$ cat config.mk
export PLATFORM = sky130hd
export DESIGN_NAME = matmul_operand_loader_flat
export DESIGN_NICKNAME = d
export VERILOG_FILES = /design/src/rtl/matmul_operand_loader_if.sv /design/src/rtl/matmul_operand_loader.sv /design/src/flat_wrapper.sv
export SDC_FILE = /design/constraint.sdc
export NUM_CORES = 1
export LEC_CHECK = 0
export BUFFER_PORTS_ARGS = -buffer_cell sky130_fd_sc_hd__buf_2
export CORE_MARGIN = 4
export CORE_UTILIZATION = 32
export CTS_BUF_LIST = sky130_fd_sc_hd__clkbuf_2
export DETAILED_ROUTE_END_ITERATION = 6
export PLACE_DENSITY = 0.59
export SLEW_MARGIN = 20
export SYNTH_ARGS = -nofsm -noshare
export SYNTH_HDL_FRONTEND = slang
export SYNTH_SLANG_ARGS = --single-unit
$ cat constraint.sdc
create_clock -name clk -period 2.8 [get_ports clk]
set_clock_uncertainty 0.05 [all_clocks]
set_input_delay 0 -clock clk [delete_from_list [all_inputs] [get_ports clk]]
set_output_delay 0 -clock clk [all_outputs]
set_load 0.02 [all_outputs]
$ cat src/rtl/matmul_operand_loader_if.sv
// Element-stream and operand-array bundle between the upstream source, the
// operand loader and the matrix multiplier.
interface matmul_operand_loader_if #(
    parameter int N     = 4,
    parameter int WIDTH = 16
);
    logic                               in_valid;
    logic                               in_ready;
    logic [WIDTH-1:0]                   in_data;
    logic                               in_last;
    logic [N-1:0][N-1:0][WIDTH-1:0]     a_out;
    logic [N-1:0][N-1:0][WIDTH-1:0]     b_out;
    logic                               mat_valid;
    logic                               result_valid;
    logic                               err;

    modport master (
        output in_valid, in_data, in_last,
        input  in_ready, a_out, b_out, mat_valid, result_valid, err
    );

    modport slave (
        input  in_valid, in_data, in_last,
        output in_ready, a_out, b_out, mat_valid, result_valid, err
    );
endinterface

$ cat src/rtl/matmul_operand_loader.sv
// Assembles a row-major A-then-B element stream into parallel operand arrays and
// holds them for the multiplier latency. Optional in_last framing check: MATMUL_LOADER_LAST_CHK_EN.
module matmul_operand_loader #(
    parameter int N       = 4,
    parameter int WIDTH   = 16,
    parameter int LATENCY = 6
) (
    input  logic                      clk,
    input  logic                      rst,
    matmul_operand_loader_if.slave    bus
);
    localparam int NN    = N * N;
    localparam int TOTAL = 2 * NN;
    localparam int IDXW  = $clog2(TOTAL);
    localparam int CW    = $clog2(LATENCY + 1);

    typedef enum logic {
        LOAD,
        HOLD
    } state_e;

    state_e                          state_q, state_d;
    logic [IDXW-1:0]                 idx_q, idx_d;
    logic [CW-1:0]                   cnt_q, cnt_d;
    logic [N-1:0][N-1:0][WIDTH-1:0]  a_q, a_d;
    logic [N-1:0][N-1:0][WIDTH-1:0]  b_q, b_d;
    logic                            handshake;
    logic                            lastIdx;
    logic                            badLast;

    assign handshake = bus.in_valid && bus.in_ready;
    assign lastIdx   = (idx_q == IDXW'(TOTAL - 1));

`ifdef MATMUL_LOADER_LAST_CHK_EN
    logic err_q, err_d;
    // A framing error is in_last disagreeing with the final-element position.
    assign badLast = handshake && (bus.in_last != lastIdx);
`else
    logic unusedLast;
    assign badLast    = 1'b0;
    assign unusedLast = bus.in_last;
`endif

    always_ff @(posedge clk) begin
        if (rst) begin
            state_q <= LOAD;
            idx_q   <= '0;
            cnt_q   <= '0;
            a_q     <= '0;
            b_q     <= '0;
`ifdef MATMUL_LOADER_LAST_CHK_EN
            err_q   <= 1'b0;
`endif
        end else begin
            state_q <= state_d;
            idx_q   <= idx_d;
            cnt_q   <= cnt_d;
            a_q     <= a_d;
            b_q     <= b_d;
`ifdef MATMUL_LOADER_LAST_CHK_EN
            err_q   <= err_d;
`endif
        end
    end

    always_comb begin
        state_d = state_q;
        idx_d   = idx_q;
        cnt_d   = cnt_q;
        a_d     = a_q;
        b_d     = b_q;
`ifdef MATMUL_LOADER_LAST_CHK_EN
        err_d   = badLast;
`endif
        case (state_q)
            LOAD: begin
                if (badLast) begin
                    idx_d = '0;
                end else if (handshake) begin
                    // First N*N indices fill A, the remainder fill B.
                    for (int r = 0; r < N; r++) begin
                        for (int c = 0; c < N; c++) begin
                            if (idx_q == IDXW'(r * N + c))
                                a_d[r][c] = bus.in_data;
                            if (idx_q == IDXW'(NN + r * N + c))
                                b_d[r][c] = bus.in_data;
                        end
                    end
                    if (lastIdx) begin
                        idx_d   = '0;
                        cnt_d   = CW'(LATENCY - 1);
                        state_d = HOLD;
                    end else begin
                        idx_d = idx_q + IDXW'(1);
                    end
                end
            end
            HOLD: begin
                if (cnt_q != '0)
                    cnt_d = cnt_q - CW'(1);
                else
                    state_d = LOAD;
            end
            default: state_d = LOAD;
        endcase
    end

    always_comb begin
        bus.in_ready     = (state_q == LOAD) && !rst;
        bus.mat_valid    = (state_q == HOLD);
        bus.result_valid = (state_q == HOLD) && (cnt_q == '0) && !rst;
`ifdef MATMUL_LOADER_LAST_CHK_EN
        bus.err          = err_q;
`else
        bus.err          = 1'b0;
`endif
    end

    assign bus.a_out = a_q;
    assign bus.b_out = b_q;
endmodule

$ cat src/flat_wrapper.sv
// flat-port wrapper written by rule: the top's interface ports become plain ports
module matmul_operand_loader_flat 
#(
    parameter int N       = 4,
    parameter int WIDTH   = 16,
    parameter int LATENCY = 6
)
  (clk, rst, bus_in_valid, bus_in_data, bus_in_last, bus_in_ready, bus_a_out, bus_b_out, bus_mat_valid, bus_result_valid, bus_err);
  matmul_operand_loader_if #(.N(N), .WIDTH(WIDTH)) bus_i ();
  input  logic clk;
  input  logic rst;
  input wire logic [$bits(bus_i.in_valid)-1:0] bus_in_valid;
  input wire logic [$bits(bus_i.in_data)-1:0] bus_in_data;
  input wire logic [$bits(bus_i.in_last)-1:0] bus_in_last;
  output wire logic [$bits(bus_i.in_ready)-1:0] bus_in_ready;
  output wire logic [$bits(bus_i.a_out)-1:0] bus_a_out;
  output wire logic [$bits(bus_i.b_out)-1:0] bus_b_out;
  output wire logic [$bits(bus_i.mat_valid)-1:0] bus_mat_valid;
  output wire logic [$bits(bus_i.result_valid)-1:0] bus_result_valid;
  output wire logic [$bits(bus_i.err)-1:0] bus_err;
  assign bus_i.in_valid = bus_in_valid;
  assign bus_i.in_data = bus_in_data;
  assign bus_i.in_last = bus_in_last;
  assign bus_in_ready = bus_i.in_ready;
  assign bus_a_out = bus_i.a_out;
  assign bus_b_out = bus_i.b_out;
  assign bus_mat_valid = bus_i.mat_valid;
  assign bus_result_valid = bus_i.result_valid;
  assign bus_err = bus_i.err;
  matmul_operand_loader #(.N(N), .WIDTH(WIDTH), .LATENCY(LATENCY)) u_core (.clk(clk), .rst(rst), .bus(bus_i));
endmodule
# Yosys cells after proc, flatten, opt, wreduce, memory -nomap -nowiden
# Cells that the tools add are included.
# W data, S select, Z words.
dict set report op_classes {
  n_div 0
  n_mux 9
  magnitude_cmp 0
  n_eq_ne 34
  addsub 2
  n_bitwise 1
  multipliers 0
  n_reduce_logical 42
  shift 0
}
# operator count
set ops {}
lappend ops {{$reduce_and A3 Y1} 33}
lappend ops {{$eq A5 B5 Y1 const B} 16}
lappend ops {{$eq A5 B4 Y1 const B} 8}
lappend ops {{$eq A5 B3 Y1 const B} 4}
lappend ops {{$eq A5 B2 Y1 const B} 2}
lappend ops {{$mux W3} 3}
lappend ops {{$pmux W3 S2} 1}
lappend ops {{$add A5 B1 Y5 const B} 1}
lappend ops {{$eq A5 B1 Y1 const B} 1}
lappend ops {{$logic_not A5 Y1} 1}
lappend ops {{$mux W5} 1}
lappend ops {{$logic_and A1 B1 Y1} 4}
lappend ops {{$ne A2 B1 Y1 const B} 2}
lappend ops {{$logic_not A3 Y1} 1}
lappend ops {{$mux W1} 3}
lappend ops {{$reduce_bool A3 Y1} 1}
lappend ops {{$sub A3 B1 Y3 const B} 1}
lappend ops {{$ne A2 B2 Y1 const B} 1}
lappend ops {{$pmux W1 S2} 1}
lappend ops {{$reduce_and A2 Y1} 1}
lappend ops {{$logic_not A1 Y1} 1}
lappend ops {{$not A1 Y1} 1}
dict set report word_totals {
  ff_bits 521
  output_inout_bits 516
  mem_bits_rw 0
  latch_bits 0
  rom_bits 0
  input_bits 20
  memories 0
  wordCells 123
}

# Depth between registers and ports, before layout
dict set report depth {
  ltp_word 5
  depth_mapped 11
}

# Worst setup path before layout
# OpenSTA, ideal clock, no wires.
dict set report synth_path {
  kind {register -> register}
  from {reg u_core.idx_q[3]}
  to {reg u_core.b_q, in the netlist u_core.bus.b_out[246]}
  path_slack_ns 0.374
  required_ns 2.680
  setup_ns 0.070
  arrival_time_ns 2.306
  stages_incl_launch_ff 11
  path_buffers 5
  cell_sequence {dfxtp_1 -> buf_2 -> buf_2 -> clkbuf_1 -> and3_1 -> ha_1 -> nor4bb_1 -> clkbuf_1 -> clkbuf_1 -> nand2_1 -> a21oi_1}
}
dict set report synth_via {
  elab_chain_len 2
}
# item line_no
set synth_rtl {}
lappend synth_rtl {{start, declared} matmul_operand_loader.sv:23} ;# logic [IDXW-1:0] idx_q, idx_d;
lappend synth_rtl {{start signal, assigned} matmul_operand_loader.sv:56} ;# idx_q <= idx_d;
lappend synth_rtl {{$eq A5 B5 Y1} matmul_operand_loader.sv:85} ;# if (idx_q == IDXW'(NN + r * N + c))
lappend synth_rtl {{$reduce_and A3 Y1 (no line)} n/a}
lappend synth_rtl {{end signal, assigned} matmul_operand_loader.sv:50} ;# b_q <= '0;
lappend synth_rtl {{end signal, assigned} matmul_operand_loader.sv:59} ;# b_q <= b_d;
lappend synth_rtl {{end, declared} matmul_operand_loader.sv:26} ;# logic [N-1:0][N-1:0][WIDTH-1:0] b_q, b_d;
# No other way between the ends.
# A chain may end at the register's enable or synchronous reset.

# Worst setup path in the final report
dict set report layout_path {
  from {in bus_in_valid}
  to {reg u_core.b_q, in the netlist u_core.bus.b_out[196]}
}
dict set report layout_via {
  elab_chain_len 2
}
# item line_no
set layout_rtl {}
lappend layout_rtl {{start, declared} flat_wrapper.sv:12} ;# input wire logic [$bits(bus_i.in_valid)-1:0] bus_in_valid;
lappend layout_rtl {{$logic_and A1 B1 Y1} matmul_operand_loader.sv:31} ;# assign handshake = bus.in_valid && bus.in_ready;
lappend layout_rtl {{$reduce_and A3 Y1 (no line)} n/a}
# No other way between the ends.

==> out/results.tsv <==
stage	metric	value	unit
cts	ctsRootBufferMaster	clkbuf_2	
timing	min_period_over_period	93.81	%
die	fp.dieH	257.3	um
timing	fmax	0.3807	GHz
global_route	grt_pass1_vias	18880	
global_route	grtUsageMet2	37.98	%
drt	drtIter0Drc	1836	
die	fp.dieW	257.3	um
setup_path	crit_required	3.89	ns
final_layout	syn2layout_area_growth	25.70	%
cts	clk_latency	1.24	ns
timing	hold_viol_final	0	
outcome	status	finished with violations	
placement	dpl.hpwl	50.69	mm
timing	setup_viol	0	
final_layout	fin_cells	3608	
final_layout	nNetsFinal	2723	
flow_run	max_cap_violations	0	
die	core_area	61600	sq um
drt	ant_nets	0	
worst_hold_path	min_path_type	in -> reg	
drt	vias	19320	
cts	postCtsSetupBuffers	0	
placement	placedCellCount	3332	
global_route	busiest_layer	met2	
drt	vias_per_cell	5.354	
die	dieArea	66180	sq um
synth	synth_cells	2171	
global_route	grt_usage	23.13	%
placement	place.port_buffers	533	
synth	yosysTopAreaCellShare	52.46	%
drt	drt-total-wl	80.91	mm
drt	route.detailed.drc	3	
power	ir_drop	0.3071	mV
synth	synth_top_cell_by_area	dfxtp_1	
global_route	grt-ovfl-total	0	
synth	ys_types	45	
timing	maxSlewHeadroom	22.76	%
drt	drt-wirelength-per-cell	22.43	um
outcome	violations	DRC	
global_route	met3_usage	7.322	%
die	rows	91	
synth	ys_top_cells_by_area	dfxtp_1, a31o_1, nor3_1, a21oi_1, nand3_1	
setup_path	end_kind	register	
global_route	grt_pass1_wl	118.1	mm
setup_path	cp-start-kind	input pin	
die	io_pins	536	
setup_path	critPathMaxFanout	100	
synth	synth_nets	2200	
power	leakagePower	0.01084	uW
timing	setup_tns	0	ns
cts	cts_buffers	137	
global_route	antenna_found_initial	1	
timing	drv_slew	0	
global_route	use_met1	27.40	%
synth	synth_seq_cells	521	
timing	finalCriticalPeriod	2.627	ns
cts	cts_tree	yes	
cts	clk_pin_slew_worst_paths	0.10	ns
synth	synth_warnings	0	
setup_path	cp.arrival	3.71	ns
cts	htree_levels	4	
synth	syn_area_per_cell	9.157	sq um
final_layout	drive_above_1_share	30.44	%
die	initial_core_util	32.27	%
global_route	grt_max_degree	142	
drt	drtPass1Iterations	7	
power	power_density	543.8	nW/um^2
setup_path	critPathKind	in -> reg	
timing	tightestPinTransition	1.155	ns
synth	yosysSeqAreaShare	52.46	%
placement	gp_congestion	0.8013	
final_layout	nFillCells	6190	
synth	syn-cell-area	19880	sq um
cts	cts_max_path_buffers	3	
timing	rsz0062_at_grt	no	
cts	cts.sinks	521	
sequential cells by signal, indices dropped and copies added (netlist names):
name,count
u_core.bus.a_out,256
u_core.bus.b_out,256
u_core.idx_q,5
u_core.cnt_q,3
u_core.bus.mat_valid,1
cell type report:
| cell class | count | area, sq um | share of cell area [%] |
|---|---|---|---|
| Tap cell | 837 | 1047 | 4.191 |
| Sequential cell | 521 | 10430 | 41.75 |
| Antenna cell | 2 | 5.005 | 0.02003 |
| Multi-Input combinational cell | 1359 | 8310 | 33.26 |
| Clock buffer | 188 | 940.9 | 3.765 |
| Inverter | 7 | 33.78 | 0.1352 |
| Timing Repair Buffer | 668 | 3998 | 16.00 |
| Clock inverter | 26 | 221.5 | 0.8862 |
worst max-delay path, cell delays in order:
cell	delay, ns
dlygate4sd3_1	0.52
dlygate4sd3_1	0.57
buf_2	0.17
dlymetal6s4s_1	0.56
and4bb_4	0.53
buf_12	0.40
nand3_1	0.15
dlygate4sd3_1	0.65
a21oi_1	0.12
worst paths after layout:
kind	depth (start not counted)	startpoint	slack, ns	to
max reg2reg	5	u_core.idx_q[2]	0.18	u_core.bus.b_out[214]
min	6	bus_in_data[7]	0.28	u_core.bus.b_out[167]
max	9	bus_in_valid	0.17	u_core.bus.b_out[196]
min reg2reg	2	u_core.bus.a_out[246]	0.40	u_core.bus.a_out[246]
cell families after synthesis:
kind of cell,after synthesis,share of synthesized area [%]
buffers and inverters,293,6.243
AOI/OAI and AO/OA,621,19.93
other,1,0.01886
muxes,81,4.078
DFF,521,52.46
adders and majority gates,9,0.5664
and+or+nand+nor,645,16.70
Yosys cell counts, drive strengths merged:
master / count
inv: 7
o21ai: 178
clkbuf: 194
and3: 5
or2: 14
conb: 1
or3: 1
nor2: 5
and4bb: 1
a31oi: 1
nor3: 224
a22oi: 1
nor2b: 2
ha: 9
or3b: 1
nand2b: 18
dfxtp: 521
or4b: 5
nand2: 147
nand3b: 7
nand4bb: 11
and4b: 1
a211oi: 1
nor3b: 3
nand4: 1
a31o: 225
buf: 92
nor4bb: 5
mux2i: 81
a21oi: 214
a2111oi: 1
or4: 1
nand3: 183
and3b: 5
nand4b: 5
timing repair:
item / CTS / global route
resized for setup: 0 / 5
hold endpoints to repair: 521 / 0
endpoints found under the setup margin: 0 / 11
hold buffers: 58 / 0
power by group:
group	switching [uW]	leakage, uW	internal, uW	total [uW]
logic	664	0.00577	213	878
registers	17.9	0.00420	7430	7450
clock network	3180	0.000874	2080	5260
cells in the final DEF (no fill, tap or decap), types with 6 or more instances in the layout:
cell type,synthesis,routed
dlygate4sd3_1,0,52
nand4bb_1,11,9
mux2i_1,81,81
buf_12,0,14
nand2b_1,18,18
clkinv_1,0,10
inv_1,6,6
ha_1,9,9
nand3b_1,7,7
or2_1,11,11
a21oi_1,214,214
a31o_1,224,224
clkbuf_2,0,188
buf_4,3,68
nor3_1,224,224
o21ai_0,84,84
nand2_1,147,147
nand3_1,180,179
buf_2,68,532
dfxtp_1,521,519
o21ai_1,94,94
metal layers:
metal / vias up / wire [um]
met5: - / 0
met3: 226 / 6820
li1: 8889 / -
met4: 0 / 3813
met2: 881 / 38290
met1: 9321 / 31990
per-stage QoR:
stage | setup WS, ns | instance area, sq um | power [uW] | hold slack, ns | util [%]
finish | 0.1734 | 24990 | 13590 | 0.2761 | 40.57
global route | 0.0009877 | 24990 | 14220 | 0.09167 | 40.57
CTS | 0.01660 | 24940 | 13770 | 0.01277 | 40.49
detailed placement | 0.2913 | 23150 | 8415 | 0.3207 | 37.58
global placement | 0.3845 | 23150 | 8402 | 0.3087 | 37.58
floorplan | 0.3740 | 19880 | 8052 | 0.09770 | -
Power figures use the tool's default switching activity.
